$ cat src/rtl/serial_subtractor.sv
// serial_subtractor
//   Multi-cycle subtractor: diff = a - b - bin over WIDTH bits, DIGIT bits per
//   clock, LSB digit first, with the ripple borrow held in a register between
//   cycles. Start/busy/done handshake; reports unsigned borrow out and signed
//   overflow.
//
// Parameters
//   WIDTH  operand/result width (>= 1)
//   DIGIT  bits processed per cycle; must divide WIDTH
//
// Ports
//   clk    rising-edge clock
//   rst    synchronous active-high reset
//   start  request, accepted whenever the unit is not running
//   a, b   minuend / subtrahend, captured with an accepted start
//   bin    borrow into bit 0, captured with an accepted start
//   busy   high while a subtraction is in progress
//   done   one-cycle pulse; diff/bout/ovf valid from this cycle
//   diff   a - b - bin modulo 2^WIDTH, held until the next completion
//   bout   borrow out of the MSB (a < b + bin, unsigned)
//   ovf    signed overflow (borrow into MSB xor borrow out of MSB)

module serial_subtractor #(
   parameter int WIDTH = 8,
   parameter int DIGIT = 1
) (
   input  logic             clk,
   input  logic             rst,
   input  logic             start,
   input  logic [WIDTH-1:0] a,
   input  logic [WIDTH-1:0] b,
   input  logic             bin,
   output logic             busy,
   output logic             done,
   output logic [WIDTH-1:0] diff,
   output logic             bout,
   output logic             ovf
);

   localparam int N  = WIDTH / DIGIT;
   localparam int CW = (N > 1) ? $clog2(N) : 1;

   generate
      if (WIDTH < 1 || DIGIT < 1 || (WIDTH % DIGIT) != 0) begin : g_bad_param
         $error("serial_subtractor: DIGIT must be >= 1 and divide WIDTH");
      end
   endgenerate

   typedef enum logic [1:0] {IDLE, RUN, DONE} state_t;

   state_t           state;
   state_t           state_nxt;

   logic [WIDTH-1:0] a_sh;
   logic [WIDTH-1:0] b_sh;
   logic [WIDTH-1:0] part;
   logic [WIDTH-1:0] part_nxt;
   logic             br;
   logic [CW-1:0]    cnt;

   logic             accept;
   logic             last;
   logic [DIGIT-1:0] slice_d;
   logic             slice_bout;
   logic             msb_bin;

   // One DIGIT-wide slice of chained full-subtractor cells. The borrow into
   // the slice's top cell is kept: on the final slice it is the borrow into
   // the operand MSB, needed for the overflow flag.
   always_comb begin
      logic bw;
      slice_d = '0;
      msb_bin = 1'b0;
      bw      = br;
      for (int unsigned i = 0; i < DIGIT; i++) begin
         slice_d[i] = a_sh[i] ^ b_sh[i] ^ bw;
         if (i == DIGIT - 1) msb_bin = bw;
         bw = (~a_sh[i] & b_sh[i]) | (~(a_sh[i] ^ b_sh[i]) & bw);
      end
      slice_bout = bw;
   end

   // Slice results enter at the top and move down, so after N slices the
   // first (LSB) slice sits at bit 0.
   always_comb begin
      part_nxt = (part >> DIGIT) | (WIDTH'(slice_d) << (WIDTH - DIGIT));
   end

   always_comb begin
      accept = start && (state != RUN);
      last   = (state == RUN) && (cnt == CW'(N - 1));
      busy   = (state == RUN);
      done   = (state == DONE);
   end

   always_comb begin
      state_nxt = state;
      case (state)
         IDLE:    if (start) state_nxt = RUN;
         RUN:     if (last)  state_nxt = DONE;
         DONE:    state_nxt = start ? RUN : IDLE;
         default: state_nxt = IDLE;
      endcase
   end

   always_ff @(posedge clk) begin
      if (rst) state <= IDLE;
      else     state <= state_nxt;
   end

   always_ff @(posedge clk) begin
      if (rst) begin
         a_sh <= '0;
         b_sh <= '0;
         part <= '0;
         br   <= 1'b0;
         cnt  <= '0;
         diff <= '0;
         bout <= 1'b0;
         ovf  <= 1'b0;
      end else if (accept) begin
         a_sh <= a;
         b_sh <= b;
         part <= '0;
         br   <= bin;
         cnt  <= '0;
      end else if (state == RUN) begin
         a_sh <= a_sh >> DIGIT;
         b_sh <= b_sh >> DIGIT;
         part <= part_nxt;
         br   <= slice_bout;
         cnt  <= cnt + CW'(1);
         if (last) begin
            diff <= part_nxt;
            bout <= slice_bout;
            ovf  <= msb_bin ^ slice_bout;
         end
      end
   end

endmodule

$ cat config.mk
export PLATFORM = sky130hd
export DESIGN_NAME = serial_subtractor
export DESIGN_NICKNAME = d
export VERILOG_FILES = /design/src/rtl/serial_subtractor.sv
export SDC_FILE = /design/constraint.sdc
export NUM_CORES = 1
export LEC_CHECK = 0
export BUFFER_PORTS_ARGS = -buffer_cell sky130_fd_sc_hd__buf_2
export CAP_MARGIN = 20
export CORE_MARGIN = 3
export CORE_UTILIZATION = 53
export CTS_CLUSTER_SIZE = 40
export DETAILED_ROUTE_END_ITERATION = 12
export HOLD_SLACK_MARGIN = 0.12
export PLACE_DENSITY = 0.77
export SYNTH_ARGS = -nofsm -noshare
export SYNTH_HDL_FRONTEND = slang
export SYNTH_SLANG_ARGS = --single-unit
$ cat constraint.sdc
create_clock -name clk -period 1.48 [get_ports clk]
set_input_delay 0.148 -clock clk [delete_from_list [all_inputs] [get_ports clk]]
set_output_delay 0.148 -clock clk [all_outputs]
set_load 0.01 [all_outputs]
=== Yosys cells after proc, flatten, opt, wreduce, memory -nomap -nowiden ===
Index checks and enable logic that the tools add are counted.
W data, S select, Z words.

* $add $sub $neg: 1
* $mul: 0
* Div/mod/pow operators: 0
* Order comparisons: 0
* Equality and inequality tests: 6
* Shift-type cells: 0
* Mux-type cells: 10
* Bitwise gates (word level): 10
* Reduce and logical (&&, ||, !) cells: 7

{| class="wikitable"
|+ Operators by type and width
! operator !! number
|-
| $mux W8 || 4
|-
| $or A7 B8 Y8 || 1
|-
| $pmux W2 S3 || 1
|-
| $mux W2 || 2
|-
| $ne A2 B1 Y1 const B || 2
|-
| $add A3 B1 Y3 const B || 1
|-
| $eq A3 B3 Y1 const B || 1
|-
| $mux W1 || 3
|-
| $not A1 Y1 || 3
|-
| $reduce_and A3 Y1 || 1
|-
| $xor A1 B1 Y1 || 3
|-
| $and A1 B1 Y1 || 2
|-
| $eq A2 B1 Y1 const B || 1
|-
| $eq A2 B2 Y1 const B || 1
|-
| $logic_and A1 B1 Y1 || 2
|-
| $logic_not A2 Y1 || 1
|-
| $ne A2 B2 Y1 const B || 1
|-
| $reduce_and A2 Y1 || 1
|-
| $reduce_bool A2 Y1 || 1
|-
| $reduce_or A2 Y1 || 1
|-
| $or A1 B1 Y1 || 1
|}

* Flip-flop bits (word level): 40
* Bits in latches: 0
* Memory bits (writable): 0
* Bits in read-only memories: 0
* Input port bits: 20
* Output and inout port bits: 12
* Memories: 0

=== Depth between registers and ports, before layout ===
Gate-level depths: netlist of the first run.

* Depth in word-level cells: 6
* Mapped depth: 6

=== Worst setup path before layout of the first run ===
OpenSTA, ideal clock, no wires.

* Path kind: register -> register
* Start point: register cnt[0]
* End point: register bout
* Library setup time: 87 ps
* Arrival time: 1220 ps
* Data required time: 1393 ps
* Path slack: 173 ps
* Cell stages (with the launch flop): 6
* Period minus slack after synthesis: 1307 ps
* Cell sequence: dfxtp_1 ha_1 ha_1 and3b_1 buf_2 a211oi_1

* Longest elaborated chain between the ends: 3

{| class="wikitable"
|+ RTL lines
! item !! RTL line !! RTL
|-
| start: declaration || 59 || <nowiki>logic [CW-1:0] cnt;</nowiki>
|-
| start signal: assignment || 132 || <nowiki>cnt <= cnt + CW'(1);</nowiki>
|-
| $eq A3 B3 Y1 || 91 || <nowiki>last = (state == RUN) && (cnt == CW'(N - 1));</nowiki>
|-
| $logic_and A1 B1 Y1 || 91 ||
|-
| $reduce_and A3 Y1 (no line) || n/a ||
|-
| end signal: assignment || 135 || <nowiki>bout <= slice_bout;</nowiki>
|-
| end: declaration || 36 || <nowiki>output logic bout,</nowiki>
|}

No other way between the ends.
A chain may end at the register's enable or synchronous reset.

=== Final worst setup path of the first run ===
Ends and elaborated chain as after synthesis.

==> reports/qor.txt, run 1 <==
outcome = complete, no violations
Mean Syn Cell Area = 9.39 µm²
r2r startpoint = cnt[0]
post-DP HPWL = 2.31 mm
most used cell, CP = ha_1
Buffers & Inverters on Critical Path = 0
Antenna Violating Nets Remaining = 0
setup repair after global routing missed its margin = no
commonest non-fill, non-tap cell in the layout = dfxtp_1
CTS tree = built
initial DRC count = 29
top cell type's share of synthesized area = 0.478
Hold Fails Final Rpt = 0
area of the core = 0.00285 mm²
Syn Nets = 197
final setup vio count = 0
critical path depth in cells = 5
Initial Util = 0.573
HP Class = input pin to register
CP cell instances = ha_1, ha_1, and3b_2, nor2_1, a211oi_1
Final #Nets = 230
largest net degree at the start of global routing = 21
Cells after Synth = 174
Worst-Margin Slew = 0.520 ns
DR vias/cell = 5.44
fin. max-slew vios = 0
area leader, netlist = dfxtp_1
CP Launch Type = register
Worst setup EP type = register
synth unique cells = 25
CTS Root Cell = clkbuf_4
PwrDens = 1020 mW/mm²
Max-Cap Viols = 0
Die Area = 0.00379 mm²
GRT Total Usage = 0.191
clock latency on the worst-skew pair = 0.34 ns
Crit Path Class = register to register
placement row count = 19
max frequency = 0.728 GHz
first-pass GRT wire length = 5.32 mm
die extent in x = 61.5 µm
Seq/Total Area, Yosys = 0.478
Ports = 32
share of cells above drive strength 1 = 0.279
synthesized area = 0.00163 mm²
# diodes = 0
Reg2Reg Depth = 5
Max IR drop VDD = 0.789 mV
synthesized flop and latch total = 39
H-tree depth = 2
gpl congestion = 0.734
setup ws final = 0.106 ns
max_slew headroom = 0.653
commonest cells after routing, fill and taps aside = dfxtp_1 (38), nand2_1 (37), buf_2 (31), a21oi_1 (18), nor2_1 (18)
global route total overflow = 0
vias = 1301
kind of cell adding the most delay to the critical path = flip-flops
Detailed Routing Iterations Pass 1 = 4
Req. time, crit path = 1.74 ns
vias in the first global route = 1276
Fillers = 250
WP data arrival = 1.63 ns
Worst Setup SP = cnt[0]
crit-path max FO = 11
Slowest-stage cell, CP = dfxtp_1
pre-CTS setup slack = -0.00888 ns
CP Capture Point = bout
WL final = 3.20 mm
Num CTS Buffers = 5
DRC Markers = 0
period utilisation layout = 0.929
warnings from Yosys = 0
Clock Skew = 0.0101 ns
clk slew on worst S/H paths = 0.12 ns
RR Endpoint = bout
port bufs = 31
worst hold slack = 0.119 ns
register-to-register path setup slack = 0.11 ns
Pleak = 0.791 nW
clk buf depth = 2
clock sinks = 39
Die H = 61.5 µm
Area Overhead vs Synth = 14.8%
initial antenna violation count = 0
largest cells by area after synthesis = dfxtp_1 (48%), mux2i_1 (9.8%), nand2_1 (8.5%)
average wire per standard cell = 13.4 µm
slowest stage delay, CP = 0.38 ns
Tmin final = 1.37 ns
==> repair_timing <==
item	CTS	global route
buffers inserted	0	1
pin swaps	0	0
gates resized for setup	3	2
setup endpoints to repair	2	4
hold buffers	2	0
endpoints found under the hold margin	2	0
==> synth_stat cells <==
library cell and n:
ha_1 2, mux2i_1 16, and3b_1 1, nand2_1 37
a21oi_1 18, a211oi_2 10, o21a_1 1, a221oi_2 1
inv_2 1, buf_4 2, xnor2_1 2, a21o_1 1
a2bb2oi_1 1, inv_1 3, buf_6 2, dfxtp_1 39
fa_1 1, nor2_1 18, nand2b_2 1, nor2b_1 1
a211oi_1 5, clkbuf_1 1, buf_2 7, nor3_1 2
nand3b_1 1
==> area by class of cell <==
cell class	instances	area (µm²)	area share
repair buffers	38	213	0.113
multi-input cells	119	768	0.410
clock buffers	6	41.3	0.0220
well taps	31	38.8	0.0207
inverters	4	20.0	0.0107
flip-flops and latches	39	782	0.417
clock inverters	2	12.5	0.00667
==> sequential cells by signal (all words and copies together) (netlist names) <==
| name | count |
|---|---|
| a_sh | 8 |
| b_sh | 8 |
| bout | 1 |
| br | 1 |
| cnt | 3 |
| diff | 8 |
| ovf | 1 |
| part | 7 |
| state | 2 |
==> per-stage QoR <==
step / area [µm²] / TNS [ns] / total power [W] / util / cells
final: 1880 / 0 / 0.00191 / 0.657 / 239
after global routing: 1880 / 0 / 0.00201 / 0.657 / 239
after CTS: 1860 / 0 / 0.00192 / 0.653 / 238
after detailed placement: 1780 / -0.00888 / 0.00141 / 0.625 / 228
after global placement: 1780 / 0 / 0.00139 / 0.625 / 228
after floorplan: 1630 / 0 / 0.00135 / - / 174
==> logic make-up after synthesis <==
group | synth area share
flops | 0.478
mux | 0.0980
xor+xnor | 0.0107
buf+inv | 0.0559
fa+ha+maj | 0.0276
simple gates | 0.152
compound gates | 0.178
==> where the power goes <==
part / internal (W) / switching, W
registers: 0.00110 / 0.0000296
logic: 0.000118 / 0.000146
clock network: 0.000184 / 0.000338
==> how the worst min path moves through the flow <==
stage / start / endpoint / depth (start not counted)
global placement: bin / br / 3
CTS: b[7] / b_sh[7] / 3
detailed placement: bin / br / 3
finish: b[7] / b_sh[7] / 3
global route: b[7] / b_sh[7] / 3
floorplan: bin / br / 2
==> metal layers <==
metal,vias to the layer above,wire length (µm),track usage
li1,656,-,-
met1,620,1430,0.219
met2,23,1600,0.336
met3,2,144,0.0650
met4,0,23,0.0545
met5,-,0,0
==> worst reg2reg max path: stages, from the launching register on <==
cell and delay, ns:
dfxtp_1 0.38, ha_1 0.16, ha_1 0.18, and3b_2 0.32, nor2_1 0.06, a211oi_1 0.21
Power figures use the tool's default switching activity.
==> run 2, diff against run 1 <==
--- a/config.mk
+++ b/config.mk
@@ -12,7 +12,7 @@
 export CTS_CLUSTER_SIZE = 40
 export DETAILED_ROUTE_END_ITERATION = 12
 export HOLD_SLACK_MARGIN = 0.12
-export PLACE_DENSITY = 0.77
+export PLACE_DENSITY = 0.88
 export SYNTH_ARGS = -nofsm -noshare
 export SYNTH_HDL_FRONTEND = slang
 export SYNTH_SLANG_ARGS = --single-unit
==> reports/qor.txt, run 2 (synthesis gave the netlist of run 1 again) <==
flip-flop and latch area = 781 µm²
Flop pwr share = 0.593
worst hold slack = 0.147 ns
GRT Total Usage = 0.181
RR Endpoint = bout
max frequency = 0.729 GHz
Die H = 61.5 µm
gpl congestion = 0.760
outcome = complete, no violations
Ports = 32
area of the core = 0.00285 mm²
vias = 1303
final setup vio count = 0
clk slew on worst S/H paths = 0.11 ns
fin. max-slew vios = 0
Reg2Reg Depth = 5
global route total overflow = 0
clk buf depth = 2
Crit Path Class = register to output pin
CP cell instances = nand2b_4, inv_6, buf_2
initial antenna violation count = 0
die extent in x = 61.5 µm
hold path start = rst
slowest stage delay, CP = 0.45 ns
clock latency on the worst-skew pair = 0.34 ns
r2r startpoint = cnt[0]
Int Pwr = 0.00140 W
Antenna Violating Nets Remaining = 0
DRC Markers = 0
Hold Path Depth = 2
HP Class = input pin to register
setup repair after global routing missed its margin = no
CTS Root Cell = clkbuf_4
share of cells above drive strength 1 = 0.268
Hold Fails Final Rpt = 0
crit-path max FO = 14
Tmin final = 1.37 ns
WL final = 3.15 mm
Worst Hold Endpoint = a_sh[1]
H-tree depth = 2
Worst-Margin Slew = 0.522 ns
Req. time, crit path = 1.33 ns
Pleak = 0.795 nW
# diodes = 0
commonest non-fill, non-tap cell in the layout = dfxtp_1
WP data arrival = 1.22 ns
Layout Cells excl Fill = 240
Psw = 0.000501 W
area of the multi-input gates = 768 µm²
DR vias/cell = 5.43
placement row count = 19
Fillers = 230
Area Overhead vs Synth = 15.1%
post-DP HPWL = 2.14 mm
Clock Skew = 0.0131 ns
Worst setup EP type = output pin
Slowest-stage cell, CP = dfxtp_1
Logic pwr share = 0.140
Max-Cap Viols = 0
kind of cell adding the most delay to the critical path = flip-flops
setup tns final = 0 ns
largest net degree at the start of global routing = 21
dpl cells = 228
Buffers & Inverters on Critical Path = 2
Die Area = 0.00379 mm²
vias in the first global route = 1160
commonest cells after routing, fill and taps aside = dfxtp_1 (39), nand2_1 (37), buf_2 (31), a21oi_1 (18), nor2_1 (18)
Clk pwr share = 0.267
Initial Util = 0.573
period utilisation layout = 0.927
Max IR drop VDD = 0.612 mV
Final #Nets = 231
clock sinks = 39
initial DRC count = 74
Largest regs = a_sh (8), b_sh (8), diff (8)
first-pass GRT wire length = 5.00 mm
CP Launch Type = register
average wire per standard cell = 13.1 µm
max_slew headroom = 0.652
Detailed Routing Iterations Pass 1 = 4
Num CTS Buffers = 5
port bufs = 31
register-to-register path setup slack = 0.13 ns
CTS tree = built
switch share = 0.263
PwrDens = 1010 mW/mm²
## run 2: how the worst max path moves through the flow
stage / from / endpoint / slack, ns / cells after the start
after floorplan: cnt[0] / bout / 0.17 / 5
after global routing: state[0] / busy / 0.007 / 3
after global placement: cnt[0] / bout / 0.09 / 5
final: state[0] / busy / 0.11 / 3
after CTS: state[1] / busy / 0.002 / 3
after detailed placement: cnt[0] / bout / 0.04 / 5
## run 2: layout make-up
cell class | instances | share of cell area
Sequential cell | 39 | 0.415
Multi-Input combinational cell | 119 | 0.409
Timing Repair Buffer | 39 | 0.118
Clock buffer | 7 | 0.0240
Tap cell | 31 | 0.0206
Inverter | 4 | 0.0106
Clock inverter | 1 | 0.00266
## run 2: layer usage
layer | track usage | wire length (µm) | vias to the layer above
met5 | 0 | 0 | -
met4 | 0.115 | 106 | 0
met3 | 0.0545 | 141 | 13
met2 | 0.303 | 1570 | 41
met1 | 0.197 | 1330 | 590
li1 | - | - | 659
## run 2: per-stage QoR
step,total power [W],cell area [µm²],setup slack [ns],util
finish,0.00190,1880,0.108,0.659
global route,0.00201,1880,0.00651,0.659
CTS,0.00191,1860,0.00225,0.654
detailed placement,0.00141,1780,0.0383,0.625
global placement,0.00140,1780,0.0869,0.625
floorplan,0.00135,1630,0.173,-
## run 2: what timing repair did
action,4_1_cts,5_1_grt
resized for setup,1,3
setup buffers,0,1
gates cloned,0,0
hold endpoints to repair,3,0
setup endpoints to repair,1,11
hold buffers,3,0
## run 2: power by group through the flow
stage	Combinational (W)	Sequential, W	Clock (W)
final	0.000267	0.00113	0.000508
after global routing	0.000296	0.00114	0.000581
after CTS	0.000264	0.00113	0.000519
after detailed placement	0.000255	0.00115	0
after global placement	0.000249	0.00115	0
after floorplan	0.000205	0.00114	0
